$ cat src/rtl/eth_tx_arbiter_if.sv
// Requester and TX-FIFO side signals of the Ethernet TX arbiter.
// The arbiter connects to the slave modport; the frame sources and MAC wrapper use the master modport.
interface eth_tx_arbiter_if #(
  parameter int N_REQ = 2,
  parameter int LEN_W = 11
);
  logic [N_REQ-1:0]       i_req;
  logic [N_REQ*LEN_W-1:0] i_len;
  logic [N_REQ*8-1:0]     i_data;
  logic [N_REQ-1:0]       o_rd;
  logic [N_REQ-1:0]       o_grant;
  logic [N_REQ-1:0]       o_done;
  logic                   o_err;
  logic [7:0]             o_tx_data;
  logic                   o_tx_valid;
  logic                   i_tx_ready;

  modport slave (
    input  i_req, i_len, i_data, i_tx_ready,
    output o_rd, o_grant, o_done, o_err, o_tx_data, o_tx_valid
  );

  modport master (
    output i_req, i_len, i_data, i_tx_ready,
    input  o_rd, o_grant, o_done, o_err, o_tx_data, o_tx_valid
  );
endinterface

$ cat src/rtl/eth_tx_arbiter.sv
// Round-robin arbiter sharing the Ethernet TX byte path between N_REQ frame sources,
// one whole frame per grant, followed by a hold-off and a wait for the MAC to go idle.
module eth_tx_arbiter #(
  parameter int N_REQ    = 2,
  parameter int LEN_W    = 11,
  parameter int MAX_LEN  = 1500,
  parameter int HOLDOFF  = 8,
  parameter int DRAIN_TO = 65535
) (
  input  logic              i_clk,
  input  logic              i_rst,
  eth_tx_arbiter_if.slave   bus
);
  localparam int IDX_W  = (N_REQ > 1) ? $clog2(N_REQ) : 1;
  localparam int WAIT_W = $clog2(HOLDOFF + DRAIN_TO + 1);

  localparam logic [LEN_W-1:0]  MAX_V   = LEN_W'(MAX_LEN);
  localparam logic [WAIT_W-1:0] HOLD_V  = WAIT_W'(HOLDOFF);
  localparam logic [WAIT_W-1:0] TO_LAST = WAIT_W'(HOLDOFF + DRAIN_TO - 1);
  localparam logic [IDX_W-1:0]  LAST_IX = IDX_W'(N_REQ - 1);
  localparam logic [N_REQ-1:0]  ONE     = N_REQ'(1);

  typedef enum logic [1:0] {IDLE, STREAM, DRAIN} state_t;

  state_t            state_q;
  logic [IDX_W-1:0]  rr_ptr_q;
  logic [IDX_W-1:0]  sel_q;
  logic [LEN_W-1:0]  len_q;
  logic [LEN_W-1:0]  count_q;
  logic [WAIT_W-1:0] wait_q;
  logic [N_REQ-1:0]  grant_q;
  logic [N_REQ-1:0]  done_q;
  logic              err_q;
  logic [7:0]        tx_data_q;
  logic              tx_valid_q;

  logic              sel_found_d;
  logic [IDX_W-1:0]  sel_d;
  logic [LEN_W-1:0]  len_raw_d;
  logic [LEN_W-1:0]  len_d;
  logic [IDX_W-1:0]  rr_next_d;

  // First requesting index at or after rr_ptr, wrapping around.
  always_comb begin
    int c;
    c           = 0;
    sel_found_d = 1'b0;
    sel_d       = '0;
    for (int i = 0; i < N_REQ; i++) begin
      c = int'(rr_ptr_q) + i;
      if (c >= N_REQ) c = c - N_REQ;
      if (!sel_found_d && bus.i_req[c]) begin
        sel_found_d = 1'b1;
        sel_d       = IDX_W'(c);
      end
    end
  end

  assign len_raw_d = bus.i_len[sel_d*LEN_W +: LEN_W];
  assign len_d     = (len_raw_d > MAX_V) ? MAX_V : len_raw_d;
  assign rr_next_d = (sel_q == LAST_IX) ? '0 : sel_q + IDX_W'(1);

  always_ff @(posedge i_clk) begin
    if (i_rst) begin
      state_q    <= IDLE;
      rr_ptr_q   <= '0;
      sel_q      <= '0;
      len_q      <= '0;
      count_q    <= '0;
      wait_q     <= '0;
      grant_q    <= '0;
      done_q     <= '0;
      err_q      <= 1'b0;
      tx_data_q  <= 8'h00;
      tx_valid_q <= 1'b0;
    end else begin
      done_q     <= '0;
      err_q      <= 1'b0;
      tx_valid_q <= 1'b0;
      case (state_q)
        // No grant in the o_done cycle: the finishing source may still hold its request.
        IDLE: begin
          if (bus.i_tx_ready && sel_found_d && (done_q == '0)) begin
            sel_q   <= sel_d;
            grant_q <= ONE << sel_d;
            len_q   <= len_d;
            count_q <= '0;
            wait_q  <= '0;
            state_q <= (len_d == '0) ? DRAIN : STREAM;
          end
        end
        STREAM: begin
          tx_data_q  <= bus.i_data[sel_q*8 +: 8];
          tx_valid_q <= 1'b1;
          if (count_q == len_q - LEN_W'(1)) begin
            count_q <= '0;
            wait_q  <= '0;
            state_q <= DRAIN;
          end else begin
            count_q <= count_q + LEN_W'(1);
          end
        end
        // Ready is ignored for HOLDOFF cycles, then awaited for up to DRAIN_TO cycles.
        DRAIN: begin
          if (wait_q < HOLD_V) begin
            wait_q <= wait_q + WAIT_W'(1);
          end else if (bus.i_tx_ready || (wait_q == TO_LAST)) begin
            done_q   <= grant_q;
            err_q    <= !bus.i_tx_ready;
            grant_q  <= '0;
            rr_ptr_q <= rr_next_d;
            state_q  <= IDLE;
          end else begin
            wait_q <= wait_q + WAIT_W'(1);
          end
        end
        default: state_q <= IDLE;
      endcase
    end
  end

  assign bus.o_rd       = (state_q == STREAM) ? grant_q : '0;
  assign bus.o_grant    = grant_q;
  assign bus.o_done     = done_q;
  assign bus.o_err      = err_q;
  assign bus.o_tx_data  = tx_data_q;
  assign bus.o_tx_valid = tx_valid_q;
endmodule
$ cat src/flat_wrapper.sv
// flat-port wrapper written by rule: the top's interface ports become plain ports
module eth_tx_arbiter_flat 
#(
  parameter int N_REQ    = 2,
  parameter int LEN_W    = 11,
  parameter int MAX_LEN  = 1500,
  parameter int HOLDOFF  = 8,
  parameter int DRAIN_TO = 65535
)
  (i_clk, i_rst, bus_i_req, bus_i_len, bus_i_data, bus_i_tx_ready, bus_o_rd, bus_o_grant, bus_o_done, bus_o_err, bus_o_tx_data, bus_o_tx_valid);
  eth_tx_arbiter_if #(.N_REQ(N_REQ), .LEN_W(LEN_W)) bus_i ();
  input  logic i_clk;
  input  logic i_rst;
  input wire logic [$bits(bus_i.i_req)-1:0] bus_i_req;
  input wire logic [$bits(bus_i.i_len)-1:0] bus_i_len;
  input wire logic [$bits(bus_i.i_data)-1:0] bus_i_data;
  input wire logic [$bits(bus_i.i_tx_ready)-1:0] bus_i_tx_ready;
  output wire logic [$bits(bus_i.o_rd)-1:0] bus_o_rd;
  output wire logic [$bits(bus_i.o_grant)-1:0] bus_o_grant;
  output wire logic [$bits(bus_i.o_done)-1:0] bus_o_done;
  output wire logic [$bits(bus_i.o_err)-1:0] bus_o_err;
  output wire logic [$bits(bus_i.o_tx_data)-1:0] bus_o_tx_data;
  output wire logic [$bits(bus_i.o_tx_valid)-1:0] bus_o_tx_valid;
  assign bus_i.i_req = bus_i_req;
  assign bus_i.i_len = bus_i_len;
  assign bus_i.i_data = bus_i_data;
  assign bus_i.i_tx_ready = bus_i_tx_ready;
  assign bus_o_rd = bus_i.o_rd;
  assign bus_o_grant = bus_i.o_grant;
  assign bus_o_done = bus_i.o_done;
  assign bus_o_err = bus_i.o_err;
  assign bus_o_tx_data = bus_i.o_tx_data;
  assign bus_o_tx_valid = bus_i.o_tx_valid;
  eth_tx_arbiter #(.N_REQ(N_REQ), .LEN_W(LEN_W), .MAX_LEN(MAX_LEN), .HOLDOFF(HOLDOFF), .DRAIN_TO(DRAIN_TO)) u_core (.i_clk(i_clk), .i_rst(i_rst), .bus(bus_i));
endmodule
$ cat config.mk
export PLATFORM = sky130hd
export DESIGN_NAME = eth_tx_arbiter_flat
export DESIGN_NICKNAME = d
export VERILOG_FILES = /design/src/rtl/eth_tx_arbiter_if.sv /design/src/rtl/eth_tx_arbiter.sv /design/src/flat_wrapper.sv
export SDC_FILE = /design/constraint.sdc
export NUM_CORES = 1
export LEC_CHECK = 0
export BUFFER_PORTS_ARGS = -buffer_cell sky130_fd_sc_hd__buf_2
export CORE_MARGIN = 10
export CORE_UTILIZATION = 50
export CTS_BUF_LIST = sky130_fd_sc_hd__clkbuf_16
export CTS_CLUSTER_SIZE = 10
export DETAILED_ROUTE_END_ITERATION = 10
export PLACE_DENSITY = 0.78
export SLEW_MARGIN = 20
export SYNTH_ARGS = -nofsm -noshare
export SYNTH_HDL_FRONTEND = slang
export SYNTH_SLANG_ARGS = --single-unit
$ cat constraint.sdc
create_clock -name i_clk -period 3.55 [get_ports i_clk]
set_clock_uncertainty 0.1 [all_clocks]
set_input_delay 1.065 -clock i_clk [delete_from_list [all_inputs] [get_ports i_clk]]
set_output_delay 1.065 -clock i_clk [all_outputs]
set_load 0.005 [all_outputs]
# After elaboration in Yosys (flattened, before gate mapping)

Index checks and enable logic that the tools add are counted.

Flip-flop bits (word level): 57
Bits in latches: 0
RAM bits: 0
Bits in read-only memories: 0
Input port bits: 43
Output and inout port bits: 16
Word-level logic and storage cells: 91
Memories: 0

Add/subtract/negate cells: 7
$mul: 1
Divide/modulo/power cells: 0
$lt $le $gt $ge: 6
Equal/unequal tests: 9
Shifts and indexed selects: 3
Multiplexer cells: 32
Bitwise operators: 3
Reductions and logical operators: 19

Operator list:

| kind                    | count |
|---|---|
| $mux W17                | 4 |
| $lt A32 B3 Y1 const B   | 2 |
| $mux W32                | 2 |
| $pmux W17 S3            | 1 |
| $mux W11                | 3 |
| $ge A32 B3 Y1 const B   | 1 |
| $sub A32 B3 Y32 const B | 1 |
| $pmux W11 S2            | 1 |
| $shiftx A22 B6 Y11      | 1 |
| $add A17 B1 Y17 const B | 1 |
| $eq A17 B17 Y1 const B  | 1 |
| $lt A17 B4 Y1 const B   | 1 |
| $shiftx A16 B5 Y8       | 1 |
| $mux W2                 | 7 |
| $mux W1                 | 12 |
| $reduce_and A4 Y1       | 3 |
| $add A11 B1 Y11 const B | 1 |
| $eq A11 B11 Y1          | 1 |
| $gt A11 B11 Y1 const B  | 1 |
| $logic_not A11 Y1       | 1 |
| $sub A11 B1 Y11 const B | 1 |
| $ne A2 B1 Y1 const B    | 3 |
| $pmux W2 S3             | 1 |
| $mul A1 B4 Y5 const B   | 1 |
| other kinds (20)        | 28 |

# Logic depth before layout (Yosys ltp)

Gate-level depths: netlist of run 1.

Word-level depth: 17
Gate-level depth with buffers: 11
Depth with buffers taken out: 9

# Worst setup path after synthesis of run 1

No wires, ideal clock.

Kind: input port to flip-flop
Start: input bus_i_req[0]
End: register u_core.state_q[1]
Library setup time: 86 ps
Arrival: 3055 ps
Data required time: 3364 ps
Path slack: 310 ps
Cell stages on the path: 8
Buffers on the path: 1
Path through: inv_1 o21ai_1 buf_2 mux2i_1 nand2_1 or3_1 o311a_1 a211oi_1

Word-level cells in the longest chain between the ends: 15
Elaborated cells on any way between the ends: 24
Classes of those cells: 1 x mul; 1 x order compare; 1 x eq/ne; 1 x shift; 14 x mux; 6 x reduce/logical

Ends and longest elaborated chain:

| what                                        | line                 | source |
|---|---|---|
| start: declaration                          | flat_wrapper.sv:14   | `input wire logic [$bits(bus_i.i_req)-1:0] bus_i_req;` |
| $mux W1 (not written as such) (3 in series) | eth_tx_arbiter.sv:52 | `if (!sel_found_d && bus.i_req[c]) begin` |
| $mux W1                                     | eth_tx_arbiter.sv:52 |  |
| $logic_not A1 Y1                            | eth_tx_arbiter.sv:52 |  |
| $logic_and A1 B1 Y1                         | eth_tx_arbiter.sv:52 |  |
| $mux W1                                     | eth_tx_arbiter.sv:52 |  |
| $mul A1 B4 Y5                               | eth_tx_arbiter.sv:59 | `assign len_raw_d = bus.i_len[sel_d*LEN_W +: LEN_W];` |
| $shiftx A22 B6 Y11                          | eth_tx_arbiter.sv:59 |  |
| $gt A11 B11 Y1                              | eth_tx_arbiter.sv:60 | `assign len_d = (len_raw_d > MAX_V) ? MAX_V : len_raw_d;` |
| $mux W11                                    | eth_tx_arbiter.sv:60 |  |
| $logic_not A11 Y1                           | eth_tx_arbiter.sv:89 | `state_q <= (len_d == '0) ? DRAIN : STREAM;` |
| $mux W2                                     | eth_tx_arbiter.sv:89 |  |
| $mux W2                                     | eth_tx_arbiter.sv:83 | `if (bus.i_tx_ready && sel_found_d && (done_q == '0)) begin` |
| $pmux W2 S3                                 | eth_tx_arbiter.sv:80 | `case (state_q)` |
| end signal: assignment                      | eth_tx_arbiter.sv:89 |  |
| end: declaration                            | eth_tx_arbiter.sv:25 | `state_t state_q;` |

Several ways; a longest one is shown, not always the timed one. The select of a mux whose other input is x is not followed.
A chain may end at the register's enable or synchronous reset.

# Worst setup path in the final report of run 1

Start: register u_core.len_q[0]
End: register u_core.wait_q[10]

Word-level cells in the longest chain between the ends: 4

Ends and longest elaborated chain:

| what                               | line                  | source |
|---|---|---|
| start: declaration                 | eth_tx_arbiter.sv:28  | `logic [LEN_W-1:0] len_q;` |
| start signal: assignment           | eth_tx_arbiter.sv:86  | `len_q <= len_d;` |
| $sub A11 B1 Y11                    | eth_tx_arbiter.sv:95  | `if (count_q == len_q - LEN_W'(1)) begin` |
| $eq A11 B11 Y1                     | eth_tx_arbiter.sv:95  |  |
| $ne A2 B1 Y1 (no source line)      | n/a                   |  |
| $reduce_and A4 Y1 (no source line) | n/a                   |  |
| end signal: assignment             | eth_tx_arbiter.sv:106 | `wait_q <= wait_q + WAIT_W'(1);` |
| end signal: assignment             | eth_tx_arbiter.sv:114 | `wait_q <= wait_q + WAIT_W'(1);` |
| end: declaration                   | eth_tx_arbiter.sv:30  | `logic [WAIT_W-1:0] wait_q;` |

No other way between the ends.

==> impl_metrics.env, run 1 <==
export IMPL_fin_util_pct=61.1
export IMPL_tightest_slew_ps=567
export IMPL_grt_antenna_before_repair=0
export IMPL_synth_common_cells="dfxtp_1 (57), nor2_1 (38), a21oi_1 (27)"
export IMPL_avgRoutedWirePerCell_um=14.7
export IMPL_synthTopCellsByArea="dfxtp_1 (36%), mux2i_1 (6.3%), nor2_1 (4.5%)"
export IMPL_holdCritPathClass="register to register"
export IMPL_final_min_clock_period_ps=3080
export IMPL_syn_area_per_cell_sq_um=8.52
export IMPL_finalHoldViolations=0
export IMPL_r2r_end="u_core.wait_q[10]"
export IMPL_firstDrtPassIters=4
export IMPL_switchingPower_mw=0.447
export IMPL_fin_crit_sh_pct=86.7
export IMPL_dp_cells=497
export IMPL_die_height_um=99.9
export IMPL_drt_iter0_drc=108
export IMPL_diodes=0
export IMPL_clock_latency_ps=330
export IMPL_startpoint="u_core.len_q[0]"
export IMPL_syn_area_sq_mm=0.00319
export IMPL_rows=29
export IMPL_gp_congestion=0.777
export IMPL_placed_cell_area_sq_mm=0.00350
export IMPL_cts_sinks=57
export IMPL_yosysMostFrequentCell="dfxtp_1"
export IMPL_via_per_inst=5.71
export IMPL_reg2reg_depth=10
export IMPL_final_cells=513
export IMPL_design_area_sq_mm=0.00383
export IMPL_detailed_place_hpwl_um=5540
export IMPL_maxSlewHeadroom_pct=62.2
export IMPL_yosys_cell_types_count=60
export IMPL_postCtsHoldBufs=0
export IMPL_slew_viol_final=0
export IMPL_rsz0062_at_grt="no"
export IMPL_antenna_left=0
export IMPL_cts_max_level=3
export IMPL_groute_usage_overall_pct=15.4
export IMPL_area_growth_pct=20.3
export IMPL_tritoncts="built"
export IMPL_critPathCaptureType="register"
export IMPL_synth_enable_flop_cells=0
export IMPL_grt_pass1_wl_um=12900
export IMPL_n_fill_cell=524
export IMPL_grt_max_degree=32
export IMPL_holdPathStages=2
export IMPL_crit_end="u_core.wait_q[10]"
export IMPL_path_max_fanout=31
export IMPL_start_util_pct=50.8
export IMPL_port_buffers=58
export IMPL_p_leak_nw=1.54
export IMPL_multi_input_area_sq_mm=0.00189
export IMPL_drive_gt1_share_pct=21.3
export IMPL_power_per_cell_area_mw_per_mm2=495
export IMPL_ys_seq_elements=57
export IMPL_clkSlewWorstSetupHoldPaths_ps=50
export IMPL_cts_max_path_buffers=2
export IMPL_post_cts_resize_count=0
export IMPL_crit_path_start_kind="register"
export IMPL_synthArstFlopShare_pct=0
export IMPL_cts_root_buffer_cell="clkbuf_16"
export IMPL_irDropWorstVdd_v=0.000303
export IMPL_synth_largest_area_cell="dfxtp_1"
export IMPL_overflow=0
export IMPL_clkPwrFrac_pct=50.7
export IMPL_synth_warnings=0
export IMPL_internal_power_mw=1.45
export IMPL_crit_required_ps=3700
export IMPL_swShare_pct=23.6
export IMPL_p_seq_share_pct=36.5
export IMPL_arrival_ps=3230
export IMPL_max_cap_viol_count=0
export IMPL_post_cts_buffers=0
export IMPL_regToRegSetupSlack_ps=470
export IMPL_fin_nets=478
export IMPL_fin_setup_tns_ps=0
export IMPL_ys_flop_type="dfxtp_1"
export IMPL_worst_slack_ps=474
export IMPL_grt_pass1_vias=2784
export IMPL_dr_total_vias=2927
export IMPL_yosysSeqAreaShare_pct=35.8
export IMPL_regArea_sq_mm=0.00114
export IMPL_synth_top_area_share_pct=35.8
export IMPL_numCtsBuffers=9
export IMPL_route_detailed_drc=0
export IMPL_dieArea_sq_mm=0.00997
export IMPL_clock_fmax_mhz=325
export IMPL_drt_wl_total_um=7540
export IMPL_fp_coreArea_sq_mm=0.00628
export IMPL_reg2reg_from="u_core.len_q[0]"
export IMPL_p_comb_share_pct=12.8
export IMPL_synth_cells=374
export IMPL_synth_nets=421
export IMPL_boundaryPins=59
export IMPL_setup_viol=0
export IMPL_die_x_um=99.9
export IMPL_status="finished clean"
export IMPL_pre_cts_slack_ps=327
export IMPL_path_class="register to register"
## cell families (layout without fill, tap and decap cells)
kind of cell,Yosys count,count (layout),synth area share (%)
AOI/OAI and AO/OA,93,93,19.4
xor gates and xnor gates,19,19,5.22
muxes,22,22,6.99
adders and majority gates,4,4,1.57
and+or+nand+nor,151,151,26.2
buffers and inverters,28,90,4.87
DFF,57,57,35.8
## placed cells by master (no fill, tap or decap), types with 6 or more instances in the layout
cell type	instances
nor3_1	8
buf_2	58
dfxtp_1	57
nand2_1	22
nand3_1	12
inv_1	12
a211oi_1	17
nand4_1	7
or3_1	21
clkbuf_16	9
a21oi_1	27
mux2i_1	20
o21ai_1	12
o21ai_0	8
xnor2_1	6
nor2_1	38
xor2_1	13
## power groups by stage
stage	clock network [mW]	registers (mW)	logic [mW]
after detailed placement	0	0.705	0.241
final	0.961	0.693	0.243
after floorplan	0	0.698	0.180
after CTS	0.968	0.692	0.243
after global routing	1.01	0.696	0.270
after global placement	0	0.704	0.233
## layer usage
layer	global-route usage, %	up-vias	part of all wire (%)
li1	-	1493	-
met1	19.3	1368	47
met5	0	-	0
met4	5.95	0	1.6
met2	24.4	57	48
met3	4.33	9	3.4
## cell type report
cell class | count | area share [%]
multi-input combinational | 289 | 49.3
inverter | 11 | 1.08
timing repair buffer | 63 | 8.55
clock inverter | 7 | 2.87
tap | 77 | 2.51
sequential | 57 | 29.8
clock buffer | 9 | 5.87
## through the flow
stage / total power, mW / hold slack [ps]
2_1_floorplan: 0.877 / 336
3_3_place_gp: 0.936 / 353
3_5_place_dp: 0.945 / 352
4_1_cts: 1.90 / 360
5_1_grt: 1.98 / 391
6_report: 1.90 / 357
## worst min path at each step
stage	end	slack, ps	from
2_1_floorplan	u_core.rr_ptr_q	340	u_core.rr_ptr_q
3_3_place_gp	u_core.rr_ptr_q	350	u_core.rr_ptr_q
3_5_place_dp	u_core.rr_ptr_q	350	u_core.rr_ptr_q
4_1_cts	u_core.rr_ptr_q	360	u_core.rr_ptr_q
5_1_grt	u_core.rr_ptr_q	390	u_core.rr_ptr_q
6_report	u_core.rr_ptr_q	360	u_core.rr_ptr_q
## sequential cells by signal, summed over array words and instances, names as in the netlist
signal	flops
u_core.bus.o_done	2
u_core.bus.o_err	1
u_core.bus.o_grant	2
u_core.bus.o_tx_data	8
u_core.bus.o_tx_valid	1
u_core.count_q	11
u_core.len_q	11
u_core.rr_ptr_q	1
u_core.sel_q	1
u_core.state_q	2
u_core.wait_q	17
## worst max-delay path, cell delays in order (launching register included)
cell,delay [ps]
dfxtp_1,340
inv_1,70
ha_1,240
or4b_4,540
nor4_4,250
o2111ai_1,170
a211oi_2,280
a21oi_2,90
buf_4,230
or4_1,520
a21oi_1,160
No activity file was read; power rests on OpenSTA's default activity.
==> inputs of run 2 (changes only) <==
--- a/config.mk
+++ b/config.mk
@@ -6,12 +6,12 @@
 export NUM_CORES = 1
 export LEC_CHECK = 0
 export BUFFER_PORTS_ARGS = -buffer_cell sky130_fd_sc_hd__buf_2
-export CORE_MARGIN = 10
+export CORE_MARGIN = 1.5
 export CORE_UTILIZATION = 50
 export CTS_BUF_LIST = sky130_fd_sc_hd__clkbuf_16
 export CTS_CLUSTER_SIZE = 10
 export DETAILED_ROUTE_END_ITERATION = 10
-export PLACE_DENSITY = 0.78
+export PLACE_DENSITY = 0.8
 export SLEW_MARGIN = 20
 export SYNTH_ARGS = -nofsm -noshare
 export SYNTH_HDL_FRONTEND = slang
==> run 2 against run 1 <==
Compared with the run above: combinational power is essentially flat; global-route usage grew 5.7 points; fmax shrank 0.82%; routed wire length shrank 5.4%; design area shrank 1.6%; hold slack gained 17 ps; first-iteration DRC count grew 48%; die area shrank 31%; sequential power is essentially flat; setup slack lost 26 ps; clock-buffer cell count is the same; largest cell class unchanged; largest power group unchanged; highest routed layer unchanged.
==> impl_metrics.env, run 2 (synthesis gave the netlist of run 1 again) <==
export IMPL_dr_total_vias=2946
export IMPL_clkSlewWorstSetupHoldPaths_ps=50
export IMPL_whs_endpoint="u_core.rr_ptr_q"
export IMPL_dieArea_sq_mm=0.00686
export IMPL_largest_register="u_core.wait_q"
export IMPL_cts_max_path_buffers=2
export IMPL_reg2reg_from="u_core.len_q[0]"
export IMPL_postCtsHoldBufs=0
export IMPL_firstDrtPassIters=4
export IMPL_cts_sinks=57
export IMPL_drt_iter0_drc=160
export IMPL_grt_pass1_vias=2801
export IMPL_maxSlewHeadroom_pct=62.1
export IMPL_design_area_sq_mm=0.00377
export IMPL_gp_congestion=0.853
export IMPL_tritoncts="built"
export IMPL_reg_top3="u_core.wait_q x17, u_core.count_q x11, u_core.len_q x11"
export IMPL_fin_crit_sh_pct=87.4
export IMPL_die_height_um=82.9
export IMPL_start_util_pct=52.9
export IMPL_irDropWorstVdd_v=0.000297
export IMPL_route_detailed_drc=0
export IMPL_holdCritPathClass="register to register"
export IMPL_numCtsBuffers=9
export IMPL_diodes=0
export IMPL_holdPathStages=2
export IMPL_post_cts_resize_count=0
export IMPL_cts_max_level=3
export IMPL_crit_path_start_kind="register"
export IMPL_hp_start="u_core.rr_ptr_q"
export IMPL_port_buffers=58
export IMPL_largest_reg_flops=17
export IMPL_fin_nets=478
export IMPL_setup_viol=0
export IMPL_path_class="register to register"
export IMPL_detailed_place_hpwl_um=5160
export IMPL_die_x_um=82.9
export IMPL_regToRegSetupSlack_ps=450
export IMPL_boundaryPins=59
export IMPL_rows=28
export IMPL_overflow=0
export IMPL_cts_root_buffer_cell="clkbuf_16"
export IMPL_avgRoutedWirePerCell_um=14.0
export IMPL_r2r_end="u_core.wait_q[5]"
export IMPL_path_max_fanout=31
export IMPL_power_per_cell_area_mw_per_mm2=458
export IMPL_layout_common_cells="buf_2 (58), dfxtp_1 (57), nor2_1 (38)"
export IMPL_rsz0062_at_grt="no"
export IMPL_slew_viol_final=0
export IMPL_clock_latency_ps=320
export IMPL_drt_wl_total_um=7140
export IMPL_fp_coreArea_sq_mm=0.00603
export IMPL_clock_fmax_mhz=322
export IMPL_via_per_inst=5.79
export IMPL_critPathCaptureType="register"
export IMPL_drive_gt1_share_pct=21.2
export IMPL_reg2reg_depth=10
export IMPL_grt_max_degree=32
export IMPL_max_cap_viol_count=0
export IMPL_grt_antenna_before_repair=0
export IMPL_grt_pass1_wl_um=12200
export IMPL_area_growth_pct=18.3
export IMPL_status="finished clean"
export IMPL_mostFrequentLayoutCell="buf_2"
export IMPL_groute_usage_overall_pct=21.0
export IMPL_final_min_clock_period_ps=3100
export IMPL_placed_cell_area_sq_mm=0.00350
export IMPL_post_cts_buffers=0
export IMPL_crit_required_ps=3690
export IMPL_tightest_slew_ps=568
export IMPL_antenna_left=0
export IMPL_finalHoldViolations=0
export IMPL_p_leak_nw=1.51
export IMPL_fin_setup_tns_ps=0
export IMPL_arrival_ps=3240
[run 2: routing by layer]
metal  routed length (um)  up-vias  global-route usage [%]  share of wire [%]
li1                     -     1483                       -                  -
met1                 3200     1368                    25.4                 45
met2                 3490       83                    36.4                 49
met3                  355       12                    5.17                5.0
met4                   87        0                    7.12                1.2
met5                    0        -                       0                  0
[run 2: worst max-delay path: stages, from the launching register on]
cell and delay (ps):
dfxtp_1 350, inv_1 70, ha_1 240, or4b_4 540, nor4_4 270, o2111ai_1 180
a211oi_2 280, a21oi_2 80, buf_4 230, or4_1 500, a21oi_1 180
[run 2: worst max path at each step]
stage | startpoint | endpoint | depth (start not counted)
4_1_cts | u_core.len_q[0] | u_core.wait_q[5] | 10
2_1_floorplan | bus_i_req[0] | u_core.state_q[1] | 8
3_5_place_dp | bus_i_req[0] | u_core.state_q[1] | 9
6_report | u_core.len_q[0] | u_core.wait_q[5] | 10
5_1_grt | u_core.len_q[0] | u_core.wait_q[5] | 10
3_3_place_gp | bus_i_req[0] | u_core.len_q[4] | 9
[run 2: final cells by class]
cell class                      instances  area (sq um)
Multi-Input combinational cell        289          1890
Fill cell                             510          2250
Inverter                               11          41.3
Clock buffer                            9           225
Clock inverter                          5          50.0
Sequential cell                        57          1140
Timing Repair Buffer                   63           328
Tap cell                               75          93.8
[run 2: power breakdown]
part,total [mW],internal (mW),leakage (nW),switching (mW)
Combinational,0.243,0.107,0.910,0.136
Sequential,0.694,0.665,0.463,0.0287
Clock,0.791,0.526,0.136,0.265
Total,1.73,1.30,1.51,0.429
[run 2: metrics by stage]
step / power [mW] / hold slack (ps) / std cells / setup WS (ps) / util [%]
after global placement: 0.936 / 362 / 495 / 483 / 58.0
after global routing: 1.81 / 399 / 509 / 275 / 62.6
after CTS: 1.74 / 373 / 509 / 450 / 62.6
after detailed placement: 0.946 / 365 / 495 / 393 / 58.0
after floorplan: 0.877 / 336 / 374 / 310 / -
final: 1.73 / 374 / 509 / 448 / 62.6
